==> src/rtl/bsg_manycore_perf_counter_bank.sv <==
// Per-tile performance counter bank: saturating event and cycle counters run
// between start_i and finish_i, then are drained one word per ready handshake.
module bsg_manycore_perf_counter_bank #(
  parameter int  num_events_p    = 7,
  parameter int  counter_width_p = 32,
  parameter int  x_cord_width_p  = 2,
  parameter int  y_cord_width_p  = 3,
  localparam int idx_width_lp    = ($clog2(num_events_p + 1) < 1) ? 1 : $clog2(num_events_p + 1)
) (
  input  logic                       clk_i,
  input  logic                       reset_n_i,
  input  logic                       start_i,
  input  logic                       finish_i,
  input  logic [num_events_p-1:0]    events_i,
  input  logic [x_cord_width_p-1:0]  x_id_i,
  input  logic [y_cord_width_p-1:0]  y_id_i,
  output logic                       v_o,
  input  logic                       ready_i,
  output logic [idx_width_lp-1:0]    idx_o,
  output logic [counter_width_p-1:0] data_o,
  output logic [x_cord_width_p-1:0]  x_o,
  output logic [y_cord_width_p-1:0]  y_o,
  output logic                       overflow_o,
  output logic                       done_o
);

  typedef enum logic [1:0] {
    S_IDLE  = 2'd0,
    S_COUNT = 2'd1,
    S_DRAIN = 2'd2,
    S_DONE  = 2'd3
  } state_e;

  localparam logic [counter_width_p-1:0] cnt_max_lp      = '1;
  localparam logic [counter_width_p-1:0] cnt_near_max_lp = cnt_max_lp - counter_width_p'(1);
  localparam logic [idx_width_lp-1:0]    last_idx_lp     = idx_width_lp'(num_events_p);

  state_e                      state_r;
  logic [counter_width_p-1:0]  cnt_r [num_events_p+1];
  logic [idx_width_lp-1:0]     ptr_r;
  logic [idx_width_lp-1:0]     idx_r;
  logic [counter_width_p-1:0]  data_r;
  logic [x_cord_width_p-1:0]   x_r;
  logic [y_cord_width_p-1:0]   y_r;
  logic                        v_r;
  logic                        done_r;
  logic                        overflow_r;

  logic [num_events_p:0]       hit_s;
  logic                        count_en_s;
  logic                        reach_s;
  logic [idx_width_lp-1:0]     nxt_ptr_s;
  logic [counter_width_p-1:0]  nxt_data_s;

  // Increment qualification, saturation detect and next readout word
  always_comb begin
    // Top slot is the cycle counter, which counts on every qualified cycle.
    hit_s      = {1'b1, events_i};
    count_en_s = (state_r == S_COUNT) && !start_i && !finish_i;
    reach_s    = 1'b0;
    for (int k = 0; k <= num_events_p; k++) begin
      reach_s = reach_s | (count_en_s & hit_s[k] & (cnt_r[k] == cnt_near_max_lp));
    end
    nxt_ptr_s = ptr_r + idx_width_lp'(1);
    if (ptr_r == last_idx_lp) begin
      nxt_data_s = '0;
    end else begin
      nxt_data_s = cnt_r[nxt_ptr_s];
    end
  end

  // Run-control FSM, counters and registered readout port
  always_ff @(posedge clk_i or negedge reset_n_i) begin
    if (!reset_n_i) begin
      state_r    <= S_IDLE;
      ptr_r      <= '0;
      idx_r      <= '0;
      data_r     <= '0;
      x_r        <= '0;
      y_r        <= '0;
      v_r        <= 1'b0;
      done_r     <= 1'b0;
      overflow_r <= 1'b0;
      for (int k = 0; k <= num_events_p; k++) cnt_r[k] <= '0;
    end else begin
      case (state_r)
        S_IDLE, S_DONE: begin
          if (start_i) begin
            for (int k = 0; k <= num_events_p; k++) cnt_r[k] <= '0;
            overflow_r <= 1'b0;
            x_r        <= x_id_i;
            y_r        <= y_id_i;
            done_r     <= 1'b0;
            state_r    <= S_COUNT;
          end
        end
        S_COUNT: begin
          // start_i takes priority over a coincident finish_i.
          if (start_i) begin
            for (int k = 0; k <= num_events_p; k++) cnt_r[k] <= '0;
            overflow_r <= 1'b0;
            x_r        <= x_id_i;
            y_r        <= y_id_i;
          end else if (finish_i) begin
            ptr_r   <= '0;
            idx_r   <= '0;
            data_r  <= cnt_r[0];
            v_r     <= 1'b1;
            state_r <= S_DRAIN;
          end else begin
            for (int k = 0; k <= num_events_p; k++) begin
              if (hit_s[k] && (cnt_r[k] != cnt_max_lp)) begin
                cnt_r[k] <= cnt_r[k] + counter_width_p'(1);
              end
            end
            overflow_r <= overflow_r | reach_s;
          end
        end
        S_DRAIN: begin
          if (ready_i) begin
            if (ptr_r == last_idx_lp) begin
              v_r     <= 1'b0;
              done_r  <= 1'b1;
              state_r <= S_DONE;
            end else begin
              ptr_r  <= nxt_ptr_s;
              idx_r  <= nxt_ptr_s;
              data_r <= nxt_data_s;
            end
          end
        end
        default: state_r <= S_IDLE;
      endcase
    end
  end

  assign v_o        = v_r;
  assign idx_o      = idx_r;
  assign data_o     = data_r;
  assign x_o        = x_r;
  assign y_o        = y_r;
  assign overflow_o = overflow_r;
  assign done_o     = done_r;

endmodule

==> config.mk <==
export PLATFORM = sky130hd
export DESIGN_NAME = bsg_manycore_perf_counter_bank
export DESIGN_NICKNAME = d
export VERILOG_FILES = /design/src/rtl/bsg_manycore_perf_counter_bank.sv
export SDC_FILE = /design/constraint.sdc
export NUM_CORES = 1
export LEC_CHECK = 0
export ABC_AREA = 1
export BUFFER_PORTS_ARGS = -buffer_cell sky130_fd_sc_hd__buf_2
export CORE_MARGIN = 2
export CORE_UTILIZATION = 35
export DETAILED_ROUTE_END_ITERATION = 10
export HOLD_SLACK_MARGIN = 0.03
export PLACE_DENSITY = 0.6
export SETUP_SLACK_MARGIN = 0.15
export SYNTH_ARGS = -nofsm -noshare
export SYNTH_HDL_FRONTEND = slang
export SYNTH_SLANG_ARGS = --single-unit
==> constraint.sdc <==
create_clock -name clk_i -period 2.3 [get_ports clk_i]
set_input_delay 0 -clock clk_i [delete_from_list [all_inputs] [get_ports clk_i]]
set_output_delay 0 -clock clk_i [all_outputs]
set_load 0.03 [all_outputs]
==> results of run 1 <==
[state kept, by name (all words and copies together), names as in the netlist]
register and count:
y_o 3, x_o 2, idx_o 3, data_o 32, cnt_r 256, done_o 1, state_r 2, v_o 1
overflow_o 1
[worst max-delay path by stage]
| stage | startpoint | end | slack (ns) | cells past startpoint |
|---|---|---|---|---|
| 2_1_floorplan | idx_o[0] | data_o[19] | 0.19 | 9 |
| 3_3_place_gp | state_r[0] | cnt_r[85] | 0.07 | 13 |
| 3_5_place_dp | state_r[0] | cnt_r[29] | 0.03 | 14 |
| 4_1_cts | cnt_r[192] | cnt_r[218] | 0.15 | 12 |
| 5_1_grt | cnt_r[196] | cnt_r[218] | 0.08 | 11 |
| 6_report | cnt_r[196] | cnt_r[218] | 0.15 | 11 |
[repair_timing]
action	CTS	global route
hold endpoints to repair	357	0
cloned	6	7
buffers inserted	6	15
endpoints found under the setup margin	70	216
pin swaps	7	24
hold buffers	17	0
gates resized for setup	24	136
[synthesized netlist by cell type (9+ instances only)]
cell type	instances
nor2_1	444
nor2_2	13
buf_1	12
clkbuf_1	60
inv_1	303
o31ai_1	11
a21oi_1	223
a21boi_0	16
buf_2	33
nand3_1	161
a22oi_1	14
o21ai_1	40
nand2_1	658
buf_4	9
ha_1	20
dfrtp_1	301
xor2_1	87
buf_6	9
nand4_1	48
nor3b_1	16
nor3_1	128
o21ai_0	298
o32ai_1	17
[where the power goes]
part	total (mW)	leakage (nW)	switching (mW)	internal, mW
sequential	6.30	4.11	0.538	5.76
combinational	14.2	5.12	9.41	4.79
clock	6.35	0.639	2.63	3.72
total	26.8	9.87	12.6	14.3
[area by class of cell]
cell class	count	area, um^2	area share, %
clock inverter	16	163.9	0.6589
clock buffer	54	1144	4.597
multi-input combinational	2272	11490	46.20
timing repair buffer	258	2369	9.522
sequential	301	7541	30.32
tap	765	957.2	3.848
inverter	313	1207	4.854
[through the flow]
step,setup WS (ns),power (mW)
5_1_grt,0.07915,28.03
6_report,0.1499,26.85
4_1_cts,0.1538,25.30
3_5_place_dp,0.03314,18.17
2_1_floorplan,0.1906,13.56
3_3_place_gp,0.06618,18.10
[kinds of logic after synthesis]
| family | Yosys count | share of synthesized area [%] |
|---|---|---|
| AND/OR/NAND/NOR | 1513 | 31.84 |
| AO/OA/AOI/OAI | 637 | 16.69 |
| XOR/XNOR | 91 | 3.922 |
| flip-flops | 301 | 37.06 |
| buffers and inverters | 439 | 8.977 |
| multiplexers | 5 | 0.2770 |
| adder cells (fa/ha/maj) | 20 | 1.231 |
[metal layers]
| metal | up-vias | wire length [um] | track usage, % |
|---|---|---|---|
| met5 | - | 0 | 0 |
| met4 | 0 | 3506 | 11.05 |
| met3 | 166 | 7343 | 3.925 |
| met2 | 951 | 33260 | 37.35 |
| met1 | 10080 | 34870 | 37.19 |
| li1 | 10260 | - | - |
[cells in the final DEF, fill, tap and decap left out, types with 6 or more instances in the layout]
cell / n
nor2_4: 9
inv_2: 7
o32ai_1: 16
o21ai_1: 60
ha_1: 13
nand3_4: 6
nor3_2: 7
dfrtp_1: 296
a22oi_1: 13
buf_12: 25
a21oi_2: 6
o21ai_0: 273
clkbuf_16: 45
nor2_1: 424
clkinv_2: 6
nor3_1: 123
dlygate4sd3_1: 16
inv_1: 299
buf_4: 136
nand2_1: 642
a21oi_1: 217
a21boi_0: 16
nor3b_1: 12
nand3_2: 7
xor2_1: 87
buf_6: 13
nand2_8: 6
o31ai_1: 10
nand4_1: 48
nand2_4: 13
and3_1: 6
clkbuf_8: 9
nand3_1: 152
nand2_2: 16
nor2_2: 26
buf_2: 58
[worst reg2reg max path: stages, from the launching register on]
cell and delay [ns]:
dfrtp_1 0.47, nand2_1 0.11, nor2_1 0.27, nand2_1 0.17, nor2_4 0.14, nand2_1 0.13
nand3_4 0.21, nand2_8 0.11, buf_6 0.15, buf_6 0.12, nand3_1 0.07, o21ai_0 0.08
==> summary.md, run 1 <==
| Metric | Value |
|---|---|
| RSZ-0062 raised after global routing | true |
| Row Count | 88 |
| Setup TNS | 0 ns |
| Register area share after synthesis | 37.06% |
| Post-route ant nets | 0 |
| Width of the chip | 245.0 um |
| Largest net degree at the start of global routing | 122 |
| Slew @ Worst Pin | 0.7099 ns |
| Fmax | 465.1 MHz |
| R2R cell count | 11 |
| CP Class | flip-flop to flip-flop |
| Fin util | 43.20% |
| Async set or reset register ratio after synthesis | 100.0% |
| Reg-to-Reg End | cnt_r[218] |
| Reg clk slew, reported paths | 0.06 ns |
| Worst path bufs/invs | 2 |
| Register bit total from synthesis | 301 |
| Die height | 245.0 um |
| Crit path DAT | 2.61 ns |
| Vias in the first global route | 19480 |
| Pwr Density | 1079 nW/um^2 |
| Syn_area_per_cell | 6.760 um^2 |
| Outcome | complete, no violations |
| Fin. max-slew vios | 0 |
| Post-route cell area | 24880 um^2 |
| CTS tree | done |
| Initial antenna violation count | 0 |
| R2R Setup Slk | 0.15 ns |
| Vias/cell | 5.393 |
| CP required | 2.76 ns |
| Worst Skew | 0.03190 ns |
| Worst min path class | primary input to async pin |
| DR vias | 21460 |
| CTS HTree Levels | 2 |
| Routability Congestion | 0.9471 |
| Global-route wire length before repair | 118.3 mm |
| Distinct cell type count after synthesis | 50 |
| Worst path most repeated cell | nand2_1 |
| Final Hold Vio Count | 0 |
| 1st-pass router iterations | 6 |
| Initial DRC count | 2599 |
| Crit path time final | 2.150 ns |
| Buffer depth of the longest clock path | 3 |
| Final nets | 3223 |
| Endpoint class of the critical path | flip-flop |
| Final setup viols | 0 |
| Ports | 60 |
| Dpl cell area | 22400 um^2 |
| Biggest cell delay along the critical path | 0.47 ns |
| CP Launch Type | flip-flop |
| Core area | 57590 um^2 |
| Cell Area, Synth | 20320 um^2 |
| Leakage | 9.869 nW |
| Final period util | 93.48% |
| Dpl hpwl | 56.74 mm |
| # DRC | 0 |
| Overall routing resource usage | 25.56% |
| Max IR drop VDD | 0.7779 mV |
| Port bufs | 59 |
| Mapped Nets | 3043 |
| Clk Tree Root Cell | clkbuf_16 |
| Clock latency on the worst-skew pair | 0.58 ns |
| Placed cells | 3858 |
| Synth top area cells | dfrtp_1 (37%), nand2_1 (12%), nor2_1 (8.2%), o21ai_0 (7.3%), inv_1 (5.6%) |
| Non-Filler Instances | 3979 |
| Synth area leader | dfrtp_1 |
| Routed WL per cell | 19.85 um |
| Max FO, Critical Path | 7 |
| Worst reg2reg path startpoint | cnt_r[196] |
| Crit path max-delay family | simple AND/OR/NAND/NOR gates |
| Rel. slew slack | 52.17% |
| Mapped Cells | 3006 |
| CTS Buf Count | 40 |
| Die area | 60010 um^2 |
| Main flop type after synthesis | dfrtp_1 |
| Total Routed Length | 78.98 mm |
| Fraction of layout cells with a size suffix above 1 | 14.06% |
| Yosys warnings | 0 |
| Slowest-stage cell, CP | dfrtp_1 |
| Max Cap Viol | 0 |
| CP cell instances | nand2_1 > nor2_1 > nand2_1 > nor2_4 > nand2_1 > nand3_4 > nand2_8 > buf_6 > buf_6 > nand3_1 > o21ai_0 |
| Post-synth EDFFs | 0 |
| Worst hold slack | 0.07671 ns |
| Global route total overflow | 0 |
| Clock sink count | 301 |
| P&R area growth vs syn | 22.40% |
| Fillers | 5925 |
| Antenna cells | 0 |
| Initial Util | 35.29% |
| Synth top area share | 37.06% |
No activity file was read; power rests on OpenSTA's default activity.
==> run 2, diff against run 1 <==
CORE_ASPECT_RATIO = 1.75   (was unset)
==> run 2 against run 1 <==
  * Global-route usage grew 3.9 points
  * Non-clock buffer count increased by 102
  * Sequential share of layout area shrank 1.0 points
  * Worst setup slack got worse by 0.011 ns
  * Clock power is 12% lower
==> summary.md, run 2 (same netlist as run 1, synthesis figures left out) <==
| Metric | Value |
|---|---|
| Slowest-stage cell, CP | dfrtp_1 |
| Non-Filler Instances | 4069 (+2.3%) |
| Row Count | 116 (+32%) |
| Fillers | 5922 (-0.051%) |
| CP required | 2.75 ns (about the same) |
| Placed cells | 3936 (+2.0%) |
| CP Launch Type | flip-flop |
| Slew @ Worst Pin | 1.143 ns (+0.4331 ns) |
| Vias in the first global route | 21610 (+11%) |
| Rel. slew slack | 23.80% (-28 points) |
| Outcome | complete, no violations |
| Worst min path class | primary input to flip-flop |
| Global route total overflow | 0 (unchanged) |
| Core area | 57330 um^2 (-0.44%) |
| Port bufs | 59 (unchanged) |
| Initial Util | 35.45% (+0.16 points) |
| Pre-CTS WS | -0.003084 ns (-0.03623 ns) |
| CTS HTree Levels | 2 (unchanged) |
| Worst reg2reg path startpoint | state_r[1] |
| Total Power | 27.75 mW (+3.4%) |
| Leakage | 10.34 nW (+4.7%) |
| Worst setup margin | 0.1386 ns (-0.01126 ns) |
| Die area | 60080 um^2 (+0.13%) |
| Final setup viols | 0 (unchanged) |
| Reg-to-Reg End | cnt_r[191] |
| # DRC | 0 (unchanged) |
| Initial DRC count | 1460 (-44%) |
| Vias/cell | 5.421 (+0.54%) |
| Hold_sp | x_id_i[0] |
| CTS tree | done |
| CP cell instances | buf_6 > ha_4 > nand2_4 > nand2_4 > nor2_4 > buf_12 > buf_6 > nand3_4 > nand2_4 > clkinvlp_4 > buf_12 > nand2_1 > nand2_1 |
| Width of the chip | 186.2 um (-24%) |
| Overall routing resource usage | 29.46% (+3.9 points) |
| Register area | 7548 um^2 (about the same) |
| Dpl hpwl | 66.40 mm (+17%) |
| Routability Congestion | 1.020 (+7.7%) |
| Fmax | 462.7 MHz (-0.52%) |
| Multi-input gate area | 11730 um^2 (+2.1%) |
| Max FO, Critical Path | 5 (-2) |
| Endpoint class of the critical path | flip-flop |
| Clock sink count | 301 (unchanged) |
| Most flops, register | cnt_r |
| Total Routed Length | 89.20 mm (+13%) |
| Crit path DAT | 2.62 ns (about the same) |
| Final nets | 3315 (+2.9%) |
| R2R Setup Slk | 0.14 ns (about the same) |
| Final Hold Vio Count | 0 (unchanged) |
| Buffer depth of the longest clock path | 3 (unchanged) |
| Clock latency on the worst-skew pair | 0.58 ns (about the same) |
| Largest net degree at the start of global routing | 88 (-28%) |
| Crit path time final | 2.161 ns (+0.01126 ns) |
| Crit path from | state_r[1] |
| Most frequent cells in the layout | nand2_1 (634), nor2_1 (417), inv_1 (294) |
| CP Class | flip-flop to flip-flop |
| Worst hold path cell count | 3 |
| Fin util | 44.98% (+1.8 points) |
| Worst hold slack | 0.1876 ns (+0.1109 ns) |
| Routed WL per cell | 21.92 um (+10%) |
| Clk Tree Root Cell | clkbuf_16 |
| Commonest non-fill, non-tap cell in the layout | nand2_1 |
| Die height | 322.8 um (+32%) |
| RSZ-0062 raised after global routing | true |
| Fraction of layout cells with a size suffix above 1 | 17.94% (+3.9 points) |
| Post-route ant nets | 0 (unchanged) |
| 1st-pass router iterations | 5 (-1) |
| Final period util | 93.97% (+0.49 points) |
| Ports | 60 (unchanged) |
| CTS Buf Count | 34 (-15%) |
| Max IR drop VDD | 0.7508 mV (-3.5%) |
| Worst Skew | 0.03044 ns (-0.001455 ns) |
| Number of flip-flops under the largest register name | 256 (unchanged) |
| Worst path most repeated cell | nand2_4 |
| Pwr Density | 1076 nW/um^2 (-0.28%) |
| Global-route wire length before repair | 130.4 mm (+10%) |
| Biggest cell delay along the critical path | 0.40 ns (-0.07 ns) |
| DR vias | 22060 (+2.8%) |
| Endpoint, Worst Hold | x_o[0] |
| P&R area growth vs syn | 26.89% |
| Reg clk slew, reported paths | 0.06 ns (about the same) |
| R2R cell count | 13 (+2) |
| Initial antenna violation count | 3 (+3) |
| Max Cap Viol | 0 (unchanged) |
| Fin. max-slew vios | 0 (unchanged) |
run 2: changes by cell type in the layout (fill, tap and decap cells not counted), moves of 7 or more:
cell / delta
nand2_1: -8
nor2_1: -7
buf_4: +88
a21oi_2: +10
a21oi_1: -10
nand3_1: -11
nor3_1: -8
run 2: critical path, delay by kind of cell, from the launching register on:
kind,cells,cell delay (ns)
adders and majority gates,1,0.21
buffers and inverters,5,0.76
DFF,1,0.40
and+or+nand+nor,7,0.64
run 2: layer usage:
layer | vias up | GRT usage [%] | wire length (um)
met5 | - | 0 | 0
met4 | 0 | 27.07 | 10070
met3 | 368 | 3.681 | 4329
met2 | 889 | 52.19 | 44790
met1 | 10380 | 29.62 | 30010
li1 | 10430 | - | -
run 2: layout make-up:
| type | count | area share (%) |
|---|---|---|
| clock inverter | 10 | 0.3736 |
| antenna | 2 | 0.01941 |
| tap | 767 | 3.722 |
| clock buffer | 48 | 3.853 |
| multi-input combinational | 2268 | 45.49 |
| timing repair buffer | 360 | 12.57 |
| sequential | 301 | 29.27 |
| inverter | 313 | 4.697 |
run 2: where the power goes:
| group | internal [mW] | switching (mW) | total, mW |
|---|---|---|---|
| combinational | 5.83 | 10.0 | 15.9 |
| clock | 3.13 | 2.47 | 5.60 |
| sequential | 5.76 | 0.504 | 6.27 |
run 2: stage by stage:
step	area, um^2	setup TNS [ns]
after floorplan	20320	0
after global placement	23030	-0.1184
after detailed placement	23030	-0.003084
after CTS	24770	0
after global routing	25780	0
final	25790	0
run 2: what timing repair did:
| action | CTS | global route |
|---|---|---|
| pin swaps | 15 | 49 |
| gates resized for setup | 58 | 195 |
| setup buffers | 23 | 24 |
| endpoints found under the setup margin | 124 | 228 |
| cloned | 3 | 6 |
| hold buffers | 17 | 0 |
| endpoints found under the hold margin | 322 | 0 |
run 2: how the worst max path moves through the flow:
stage / slack (ns) / end / cells after the start
2_1_floorplan: 0.19 / data_o[19] / 9
3_3_place_gp: -0.03 / cnt_r[26] / 14
3_5_place_dp: -0.003 / cnt_r[26] / 14
4_1_cts: 0.12 / cnt_r[26] / 11
5_1_grt: 0.06 / cnt_r[121] / 15
6_report: 0.14 / cnt_r[191] / 13
